[src/rtl/ir_pkg.sv]
// Shared constants, assembly-state encoding and width helper for the instruction fetch register.
package ir_pkg;

   localparam int DEF_BUS_W       = 8;
   localparam int DEF_INSTR_BYTES = 2;
   localparam int DEF_DEPTH       = 2;

   typedef enum logic {
      ASM_EMPTY   = 1'b0,
      ASM_PARTIAL = 1'b1
   } asm_state_t;

   // Index width for a counter covering 0..n-1, never narrower than one bit.
   function automatic int lane_cnt_w(input int n);
      if (n <= 1) begin
         return 1;
      end else begin
         return $clog2(n);
      end
   endfunction

endpackage

[src/rtl/instruction_fetch_register_if.sv]
// Beat input, queue read and flush bundle of the instruction fetch register.
// The Overrun signal exists only when IR_OVERRUN_EN is defined.
interface instruction_fetch_register_if #(
   parameter int BUS_W       = 8,
   parameter int INSTR_BYTES = 2,
   parameter int DEPTH       = 2
);
   localparam int IR_W  = BUS_W * INSTR_BYTES;
   localparam int LVL_W = $clog2(DEPTH + 1);

   logic [BUS_W-1:0] I;
   logic             IValid;
   logic             IReady;
   logic             Flush;
   logic [IR_W-1:0]  IROut;
   logic             IRValid;
   logic             Advance;
   logic [LVL_W-1:0] Level;
`ifdef IR_OVERRUN_EN
   logic             Overrun;

   modport master (
      output I, IValid, Flush, Advance,
      input  IReady, IROut, IRValid, Level, Overrun
   );

   modport slave (
      input  I, IValid, Flush, Advance,
      output IReady, IROut, IRValid, Level, Overrun
   );
`else
   modport master (
      output I, IValid, Flush, Advance,
      input  IReady, IROut, IRValid, Level
   );

   modport slave (
      input  I, IValid, Flush, Advance,
      output IReady, IROut, IRValid, Level
   );
`endif
endinterface

[src/rtl/ir_queue.sv]
// Circular FIFO of assembled instructions; flush clears pointers and level, not storage.
// Head output reads as zero whenever the queue is empty.
module ir_queue
   import ir_pkg::*;
#(
   parameter int IR_W  = 16,
   parameter int DEPTH = 2
) (
   input  logic                         clk,
   input  logic                         rst_n,
   input  logic                         push,
   input  logic                         pop,
   input  logic                         flush,
   input  logic [IR_W-1:0]              din,
   output logic [IR_W-1:0]              dout,
   output logic                         valid,
   output logic [$clog2(DEPTH+1)-1:0]   level
);
   localparam int                 PTR_W    = lane_cnt_w(DEPTH);
   localparam int                 LVL_W    = $clog2(DEPTH + 1);
   localparam logic [PTR_W-1:0]   PTR_LAST = PTR_W'(DEPTH - 1);
   localparam logic [LVL_W-1:0]   LVL_FULL = LVL_W'(DEPTH);

   logic [IR_W-1:0]  mem_r [DEPTH];
   logic [PTR_W-1:0] rd_ptr_r, rd_ptr_nxt_s;
   logic [PTR_W-1:0] wr_ptr_r, wr_ptr_nxt_s;
   logic [LVL_W-1:0] level_r, level_nxt_s;
   logic             push_s, pop_s;

   function automatic logic [PTR_W-1:0] ptr_inc(input logic [PTR_W-1:0] p);
      if (p == PTR_LAST) begin
         return {PTR_W{1'b0}};
      end else begin
         return p + PTR_W'(1);
      end
   endfunction

   // Qualified push/pop; a full queue only accepts a push alongside a pop.
   always_comb begin
      pop_s  = pop && (level_r != {LVL_W{1'b0}}) && !flush;
      push_s = push && !flush && ((level_r != LVL_FULL) || pop_s);
   end

   // Pointer and level next-state; flush wins over push and pop.
   always_comb begin
      rd_ptr_nxt_s = rd_ptr_r;
      wr_ptr_nxt_s = wr_ptr_r;
      level_nxt_s  = level_r;
      if (flush) begin
         rd_ptr_nxt_s = {PTR_W{1'b0}};
         wr_ptr_nxt_s = {PTR_W{1'b0}};
         level_nxt_s  = {LVL_W{1'b0}};
      end else begin
         if (push_s) begin
            wr_ptr_nxt_s = ptr_inc(wr_ptr_r);
         end else begin
            wr_ptr_nxt_s = wr_ptr_r;
         end
         if (pop_s) begin
            rd_ptr_nxt_s = ptr_inc(rd_ptr_r);
         end else begin
            rd_ptr_nxt_s = rd_ptr_r;
         end
         case ({push_s, pop_s})
            2'b10:   level_nxt_s = level_r + LVL_W'(1);
            2'b01:   level_nxt_s = level_r - LVL_W'(1);
            default: level_nxt_s = level_r;
         endcase
      end
   end

   // Pointer and level registers.
   always_ff @(posedge clk or negedge rst_n) begin
      if (!rst_n) begin
         rd_ptr_r <= {PTR_W{1'b0}};
         wr_ptr_r <= {PTR_W{1'b0}};
         level_r  <= {LVL_W{1'b0}};
      end else begin
         rd_ptr_r <= rd_ptr_nxt_s;
         wr_ptr_r <= wr_ptr_nxt_s;
         level_r  <= level_nxt_s;
      end
   end

   // Entry storage.
   always_ff @(posedge clk) begin
      if (push_s) begin
         mem_r[wr_ptr_r] <= din;
      end
   end

   // Head presentation, zero-forced while empty.
   always_comb begin
      valid = (level_r != {LVL_W{1'b0}});
      level = level_r;
      if (valid) begin
         dout = mem_r[rd_ptr_r];
      end else begin
         dout = {IR_W{1'b0}};
      end
   end

endmodule

[src/rtl/instruction_fetch_register.sv]
// Byte-serial instruction register: assembles BUS_W beats into IR_W words feeding a prefetch queue.
// Optional sticky overrun flag when IR_OVERRUN_EN is defined.
module instruction_fetch_register
   import ir_pkg::*;
#(
   parameter int BUS_W       = DEF_BUS_W,
   parameter int INSTR_BYTES = DEF_INSTR_BYTES,
   parameter int DEPTH       = DEF_DEPTH
) (
   input logic                          Clock,
   input logic                          Reset_n,
   instruction_fetch_register_if.slave  bus
);
   localparam int               IR_W      = BUS_W * INSTR_BYTES;
   localparam int               LVL_W     = $clog2(DEPTH + 1);
   localparam int               CNT_W     = lane_cnt_w(INSTR_BYTES);
   localparam int               LAST_LANE = INSTR_BYTES - 1;
   localparam logic [CNT_W-1:0] LAST_CNT  = CNT_W'(INSTR_BYTES - 1);
   localparam logic [LVL_W-1:0] LVL_FULL  = LVL_W'(DEPTH);

   logic [CNT_W-1:0] cnt_r, cnt_nxt_s;
   logic [IR_W-1:0]  asm_r, asm_nxt_s, push_data_s;
   asm_state_t       state_s;
   logic             last_s, ready_s, accept_s, push_s, pop_s;
   logic [IR_W-1:0]  head_s;
   logic             head_valid_s;
   logic [LVL_W-1:0] level_s;

   // Handshake: readiness depends only on Flush and registered state.
   always_comb begin
      last_s   = (cnt_r == LAST_CNT);
      ready_s  = !bus.Flush && (!last_s || (level_s != LVL_FULL));
      accept_s = bus.IValid && ready_s;
      push_s   = accept_s && last_s;
      pop_s    = bus.Advance && head_valid_s && !bus.Flush;
   end

   // Assembly FSM next-state: lane write, lane counter advance and the word handed to the queue.
   always_comb begin
      cnt_nxt_s   = cnt_r;
      asm_nxt_s   = asm_r;
      push_data_s = asm_r;
      push_data_s[LAST_LANE*BUS_W +: BUS_W] = bus.I;
      if (cnt_r == {CNT_W{1'b0}}) begin
         state_s = ASM_EMPTY;
      end else begin
         state_s = ASM_PARTIAL;
      end
      if (bus.Flush) begin
         cnt_nxt_s = {CNT_W{1'b0}};
      end else if (accept_s) begin
         asm_nxt_s[int'(cnt_r)*BUS_W +: BUS_W] = bus.I;
         case (state_s)
            ASM_EMPTY, ASM_PARTIAL: begin
               if (last_s) begin
                  cnt_nxt_s = {CNT_W{1'b0}};
               end else begin
                  cnt_nxt_s = cnt_r + CNT_W'(1);
               end
            end
            default: cnt_nxt_s = {CNT_W{1'b0}};
         endcase
      end else begin
         cnt_nxt_s = cnt_r;
      end
   end

   // Assembly FSM state register.
   always_ff @(posedge Clock or negedge Reset_n) begin
      if (!Reset_n) begin
         cnt_r <= {CNT_W{1'b0}};
         asm_r <= {IR_W{1'b0}};
      end else begin
         cnt_r <= cnt_nxt_s;
         asm_r <= asm_nxt_s;
      end
   end

   ir_queue #(
      .IR_W  (IR_W),
      .DEPTH (DEPTH)
   ) u_queue (
      .clk   (Clock),
      .rst_n (Reset_n),
      .push  (push_s),
      .pop   (pop_s),
      .flush (bus.Flush),
      .din   (push_data_s),
      .dout  (head_s),
      .valid (head_valid_s),
      .level (level_s)
   );

`ifdef IR_OVERRUN_EN
   logic overrun_r;

   // Sticky flag for a beat offered while not ready; the beat itself is dropped.
   always_ff @(posedge Clock or negedge Reset_n) begin
      if (!Reset_n) begin
         overrun_r <= 1'b0;
      end else if (bus.Flush) begin
         overrun_r <= 1'b0;
      end else if (bus.IValid && !ready_s) begin
         overrun_r <= 1'b1;
      end else begin
         overrun_r <= overrun_r;
      end
   end

   assign bus.Overrun = overrun_r;
`endif

   assign bus.IReady  = ready_s;
   assign bus.IROut   = head_s;
   assign bus.IRValid = head_valid_s;
   assign bus.Level   = level_s;

endmodule

[src/flat_wrapper.sv]
// flat-port wrapper written by rule: the top's interface ports become plain ports
module instruction_fetch_register_flat import ir_pkg::*;
#(
   parameter int BUS_W       = DEF_BUS_W,
   parameter int INSTR_BYTES = DEF_INSTR_BYTES,
   parameter int DEPTH       = DEF_DEPTH
)
  (Clock, Reset_n, bus_I, bus_IValid, bus_Flush, bus_Advance, bus_IReady, bus_IROut, bus_IRValid, bus_Level);
  instruction_fetch_register_if #(.BUS_W(BUS_W), .INSTR_BYTES(INSTR_BYTES), .DEPTH(DEPTH)) bus_i ();
  input logic Clock;
  input logic Reset_n;
  input wire logic [$bits(bus_i.I)-1:0] bus_I;
  input wire logic [$bits(bus_i.IValid)-1:0] bus_IValid;
  input wire logic [$bits(bus_i.Flush)-1:0] bus_Flush;
  input wire logic [$bits(bus_i.Advance)-1:0] bus_Advance;
  output wire logic [$bits(bus_i.IReady)-1:0] bus_IReady;
  output wire logic [$bits(bus_i.IROut)-1:0] bus_IROut;
  output wire logic [$bits(bus_i.IRValid)-1:0] bus_IRValid;
  output wire logic [$bits(bus_i.Level)-1:0] bus_Level;
  assign bus_i.I = bus_I;
  assign bus_i.IValid = bus_IValid;
  assign bus_i.Flush = bus_Flush;
  assign bus_i.Advance = bus_Advance;
  assign bus_IReady = bus_i.IReady;
  assign bus_IROut = bus_i.IROut;
  assign bus_IRValid = bus_i.IRValid;
  assign bus_Level = bus_i.Level;
  instruction_fetch_register #(.BUS_W(BUS_W), .INSTR_BYTES(INSTR_BYTES), .DEPTH(DEPTH)) u_core (.Clock(Clock), .Reset_n(Reset_n), .bus(bus_i));
endmodule
[config.mk]
export PLATFORM = sky130hd
export DESIGN_NAME = instruction_fetch_register_flat
export DESIGN_NICKNAME = d
export VERILOG_FILES = /design/src/rtl/ir_pkg.sv /design/src/rtl/instruction_fetch_register_if.sv /design/src/rtl/ir_queue.sv /design/src/rtl/instruction_fetch_register.sv /design/src/flat_wrapper.sv
export SDC_FILE = /design/constraint.sdc
export NUM_CORES = 1
export LEC_CHECK = 0
export ABC_CLOCK_PERIOD_IN_PS = 3350
export BUFFER_PORTS_ARGS = -buffer_cell sky130_fd_sc_hd__buf_4
export CAP_MARGIN = 20
export CORE_ASPECT_RATIO = 1.75
export CORE_MARGIN = 2
export CORE_UTILIZATION = 35
export DETAILED_ROUTE_END_ITERATION = 16
export GPL_ROUTABILITY_DRIVEN = 1
export HOLD_SLACK_MARGIN = 0.08
export SLEW_MARGIN = 20
export SYNTH_ARGS = -nofsm -noshare
export SYNTH_HDL_FRONTEND = slang
export SYNTH_HIERARCHICAL = 1
export SYNTH_SLANG_ARGS = --single-unit
[constraint.sdc]
create_clock -name Clock -period 3.35 [get_ports Clock]
set_clock_uncertainty 0.1 [all_clocks]
set_input_delay 0.335 -clock Clock [delete_from_list [all_inputs] [get_ports Clock]]
set_output_delay 0.335 -clock Clock [all_outputs]
set_load 0.05 [all_outputs]
# Yosys cells after proc, flatten, opt, wreduce, memory -nomap -nowiden
# Memories as Yosys holds them, arrays and structs flattened.
# Index checks and enable logic that the tools add are counted.
[op_classes]
n_addsub = 6
reduce_logical = 19
n_mux = 15
bitwise = 1
n_eq_ne = 3
n_shift = 2
[op_table]
columns = ["cell", "n"]
rows = [
  ["$neg A4 Y33", 1],
  ["$shift A8 B33 Y16 const A", 1],
  ["$shiftx A8 B33 Y16", 1],
  ["$bwmux W16", 1],
  ["$mux W16", 1],
  ["$mux W1", 11],
  ["$logic_and A1 B1 Y1", 9],
  ["$reduce_bool A2 Y1", 4],
  ["$pmux W2 S2", 1],
  ["$add A1 B1 Y1 const B", 3],
  ["$reduce_bool A3 Y1", 1],
  ["$add A2 B1 Y2 const B", 1],
  ["$eq A2 B1 Y1 const B", 1],
  ["$eq A2 B2 Y1 const B", 1],
  ["$logic_not A1 Y1", 2],
  ["$logic_or A1 B1 Y1", 2],
  ["$mux W2", 1],
  ["$ne A2 B2 Y1 const B", 1],
  ["$reduce_and A2 Y1", 1],
  ["$sub A2 B1 Y2 const B", 1],
  ["$not A1 Y1", 1],
]
[totals]
reg_bits = 21
ram_bits = 32
output_inout_bits = 20
inputBits = 13
memories = 1
[mem_list]
columns = ["name", "depth", "word_bits", "rd", "rd_ports_with_merged_regs", "wr", "line_no", "source"]
rows = [
  ["u_core.u_queue.mem_r", 2, 16, 1, 0, 1, "ir_queue.sv:24", "logic [IR_W-1:0] mem_r [DEPTH];"],
]

# Depth between registers and ports, before layout
[logic_depth]
ltp_word = 10
depth_mapped = 9
mapped_depth_nobuf = 7

# Hierarchy
# The synthesis kept the hierarchy.
[modules_own_cells]
columns = ["module", "cells_per_inst", "area_per_inst_um2", "instances"]
rows = [
  ["ir_queue", 94, 1468.9, 1],
  ["instruction_fetch_register", 26, 382.9, 1],
]

# Least setup slack after synthesis
# Ideal clock, no wire load.
[synth_path]
kind = "reg-to-reg"
startpoint = "reg u_core.u_queue.level_r[0] (netlist: u_core/u_queue/level[0])"
endpoint = "mem u_core.u_queue.mem_r[1][0] (enable)"
path_slack_ns = -0.769
arrival_ns = 3.583
stages_incl_launch_ff = 9
period_less_slack_ns = 4.119
setup_ns = 0.436
path_cell_list = "dfrtp_1 -> buf_4 -> nor2_4 -> buf_2 -> inv_2 -> nand2_1 -> nor2_1 -> nor3b_4 -> nor4b_1"
[synth_between]
elab_chain_len = 9
[synth_lines]
columns = ["item", "line_no", "source"]
rows = [
  ["start: declaration", "ir_queue.sv:27", "logic [LVL_W-1:0] level_r, level_nxt_s;"],
  ["start signal: assignment", "ir_queue.sv:77", "level_r <= {LVL_W{1'b0}};"],
  ["start signal: assignment", "ir_queue.sv:81", "level_r <= level_nxt_s;"],
  ["$reduce_bool A2 Y1", "ir_queue.sv:94", "valid = (level_r != {LVL_W{1'b0}});"],
  ["net bus_IRValid", "flat_wrapper.sv:18", "output wire logic [$bits(bus_i.IRValid)-1:0] bus_IRValid;"],
  ["$logic_and A1 B1 Y1 (2 in a row)", "instruction_fetch_register.sv:35", "pop_s = bus.Advance && head_valid_s && !bus.Flush;"],
  ["net u_core.pop_s", "instruction_fetch_register.sv:24", "logic last_s, ready_s, accept_s, push_s, pop_s;"],
  ["$logic_and A1 B1 Y1 (2 in a row)", "ir_queue.sv:40", "pop_s = pop && (level_r != {LVL_W{1'b0}}) && !flush;"],
  ["$logic_or A1 B1 Y1", "ir_queue.sv:41", "push_s = push && !flush && ((level_r != LVL_FULL) || pop_s);"],
  ["$logic_and A1 B1 Y1", "ir_queue.sv:41", ""],
  ["$mux W1", "ir_queue.sv:87", "if (push_s) begin"],
  ["$mux W1 (not written as such)", "ir_queue.sv:88", "mem_r[wr_ptr_r] <= din;"],
  ["end: declaration", "ir_queue.sv:24", ""],
]
# The timed path passes the listed nets, and every way through them passes these cells.

# Worst setup path in the final report
[layout_path]
startpoint = "reg u_core.u_queue.level_r[0] (netlist: u_core/u_queue/level[0])"
endpoint = "mem u_core.u_queue.mem_r[1][9] (enable)"
[layout_between]
elab_chain_len = 9
[layout_lines]
columns = ["item", "line_no"]
rows = [
  ["$reduce_bool A2 Y1", "ir_queue.sv:94"],
  ["$logic_and A1 B1 Y1 (2 in a row)", "instruction_fetch_register.sv:35"],
  ["net u_core.pop_s", "instruction_fetch_register.sv:24"],
  ["$logic_and A1 B1 Y1 (2 in a row)", "ir_queue.sv:40"],
  ["$logic_or A1 B1 Y1", "ir_queue.sv:41"],
  ["$logic_and A1 B1 Y1", "ir_queue.sv:41"],
  ["$mux W1", "ir_queue.sv:87"],
  ["$mux W1 (not written as such)", "ir_queue.sv:88"],
]
# The timed path passes the listed nets, and every way through them passes these cells.

==> impl_metrics.toml <==
[timing]
min_period_over_period = 0.693
max_freq_ghz = 0.431
worst_pin_slew_ps = 929
grt_setup_unrepaired = "no"
slew_headroom = 0.381
hold_viol_final = 0
final_max_slew_viol_count = 0
setup_viol = 0
min_period_ps = 2320
setup-tns-final_ps = 0

[grt]
grt_pass1_vias = 1162
grt_use_total = 0.126
antenna_found_initial = 0
grt_pass1_wl_mm = 5.41
grt-ovfl-total = 0
grt_max_degree = 19

[yosys]
synth_compound_gate_area_share = 0.0338
synth-xor-area-share = 0.00473
synth-seq-area-share = 0.695
synth-simple-area-share = 0.109
synth_area_sq_um = 1850
synth_seq_cells = 45
synthAdderAreaFrac = 0
ys_types = 28
syn_area_per_cell_sq_um = 15.4
postSynthCellCount = 120
synth_top_family_by_area = "multiplexers"
synthMuxAreaShare = 0.135
ys_warn_count = 6
syn-num-nets = 133

[layout]
fill_cells = 497
design_area_sq_um = 2280
multiInputGateArea_sq_um = 547
register_area_sq_um = 1290
nNetsFinal = 171
antennaDiodeCount = 0
fin_util = 0.442
layout-drive-gt1-share = 0.361
area_delta_synth_final_pct = 23.2

[detailed_routing]
drt_iter0_drc = 21
drt-vias-per-instance = 5.02
drtPass1Iterations = 10
drc = 2
via_count = 1069
wl_per_cell_microns = 15.5
drt-total-wl_mm = 3.30
ant_nets = 0

[pwr]
power_density_nw_per_um2 = 491
max-vdd-ir-drop_mv = 0.317
internal_power_w = 0.000889
sw_frac_of_total = 0.207
clkPwrFrac = 0.336
power.net_switching_w = 0.000232
sequentialPowerShare = 0.579
p_comb_frac = 0.084
p_leak_nw = 0.834

[outcome]
status = "finished, violations left"
violations = "DRC"

[worst_setup_path]
critPathLaunchType = "register"
reg2reg_depth = 7
worstSetupPathType = "register to register"
timing.rr.start = "u_core/u_queue/level[0]"
worst_ep_required_time_ps = 3230
endpoint_kind = "register"
crit_path_top_delay_cell = "dfrtp_1"
worstPathCellList = "nor2_4, inv_2, nand2_1, nor2_1, nor3b_4, nor4b_4, buf_4"
crit_arrival_ps = 2200
critPathLaunch = "u_core/u_queue/level[0]"
cpPeakStageDelay_ps = 590
cp_max_fo = 18

[clocking]
cts_tree = "yes"
cts_buffer_depth = 2
root_buffer = "clkbuf_8"
clkTransAtPathRegs_ps = 70
cts_max_level = 2
insertion_delay_ps = 280
cts_buffers = 5
cts_sinks = 45

[floorplanning]
coreArea_sq_um = 5170
fp.dieH_microns = 100
die_x_microns = 59.0
row_count = 35
design.portCount = 33
die_area_sq_um = 5910
start_util = 0.358

[min_path]
hp-start = "bus_I[0]"
hp-class = "primary input to register"
hold_depth = 1

[job]
cap_violations = 0

[placed_design]
portBuffers = 32
hpwlAfterDp_mm = 2.29
gp_congestion = 0.671
placed_cell_area_sq_um = 2170
## worst max-delay path: cells and delay by family (launching register included)
family,cells,cell delay (ps)
buf+inv,2,380
flops,1,590
simple gates,5,930
## area by class of cell
class                   instances  share of cell area
clock buffers                   5              0.0302
flip-flops and latches         45               0.564
multi-input cells              68               0.240
clock inverters                 2              0.0154
well taps                      55              0.0302
inverters                       3             0.00493
repair buffers                 35               0.116
## cell usage in the layout, fill, tap and decap left out, types with 2 or more instances in the layout
master,n
edfxtp_1,32
o21ai_1,2
nor3b_1,2
dfrtp_1,13
inv_2,2
clkbuf_8,5
a21oi_1,2
o21ai_0,3
mux2i_1,16
nor2_1,18
mux2_2,8
buf_4,34
nor3b_4,2
a31oi_1,2
nand2b_1,2
## synth_stat cells
master / instances / area share
a211oi_1: 1 / 0.0041
and4b_2: 1 / 0.0061
nor4b_1: 1 / 0.0047
inv_1: 1 / 0.0020
nor3b_4: 2 / 0.020
buf_6: 1 / 0.0061
buf_4: 2 / 0.0081
nand2_1: 1 / 0.0020
and2_1: 1 / 0.0034
mux2i_1: 16 / 0.086
nor2_1: 18 / 0.036
o21ai_1: 2 / 0.0054
nand4b_1: 1 / 0.0047
nor4_2: 1 / 0.0068
a21oi_1: 2 / 0.0054
buf_2: 1 / 0.0027
edfxtp_1: 32 / 0.52
inv_2: 2 / 0.0041
nor3b_1: 2 / 0.0081
o21bai_1: 1 / 0.0041
dfrtp_1: 13 / 0.18
a31oi_1: 2 / 0.0068
mux2_2: 8 / 0.049
nor2b_1: 1 / 0.0034
nor2_4: 1 / 0.0061
o21ai_0: 3 / 0.0081
xor2_1: 1 / 0.0047
nand2b_1: 2 / 0.0068
## path summary, 6_finish.rpt
check	slack [ps]	endpoint
worst max-delay path	1030	u_core/u_queue/mem_r[1][9]
worst min-delay path	140	u_core/u_queue/mem_r[0][8]
worst max register to register	1030	u_core/u_queue/mem_r[1][9]
worst min register to register	370	u_core/u_queue/mem_r[0][2]
max in group asynchronous	2640	u_core/asm_r[1]
min in group asynchronous	340	u_core/asm_r[0]
## power by group through the flow
stage | clock (W) | combinational (W) | sequential, W
after floorplan | 0 | 0.0000581 | 0.000656
after global placement | 0 | 0.0000931 | 0.000660
after detailed placement | 0 | 0.0000955 | 0.000662
after CTS | 0.000390 | 0.0000967 | 0.000649
after global routing | 0.000410 | 0.000103 | 0.000653
final | 0.000377 | 0.0000945 | 0.000649
## per-stage QoR
step	worst slack, ps	power [W]	std cells	hold slack, ps
floorplan	27.1	0.000715	120	-60.6
global placement	1190	0.000753	205	101
detailed placement	1030	0.000757	205	105
CTS	1030	0.00114	213	127
global route	835	0.00117	213	122
finish	1030	0.00112	213	140
## flip-flops by register name, indices dropped and copies added, names as in the netlist
name and cells:
u_core/u_queue/rd_ptr_r 1, u_core/u_queue/wr_ptr_r 1, u_core/u_queue/mem_r 32, u_core/cnt_r 1, u_core/u_queue/level 2, u_core/asm_r 8
## repair_timing
action,in CTS,in global routing
setup buffers,0,0
gates resized for setup,0,0
endpoints found under the hold margin,13,0
hold buffers,1,0
## metal layers
layer	global-route usage	wire, microns	vias to the layer above
li1	-	-	512
met4	0.0647	29	0
met1	0.122	1180	535
met2	0.236	1980	20
met5	0	0	-
met3	0.0309	110	2
## cells by family (layout without fill, tap and decap cells)
| logic type | after synthesis | after routing |
|---|---|---|
| buf+inv | 7 | 45 |
| compound gates | 11 | 11 |
| simple gates | 32 | 32 |
| mux | 24 | 24 |
| xor+xnor | 1 | 1 |
| flops | 45 | 45 |
No activity file was read; power rests on OpenSTA's default activity.
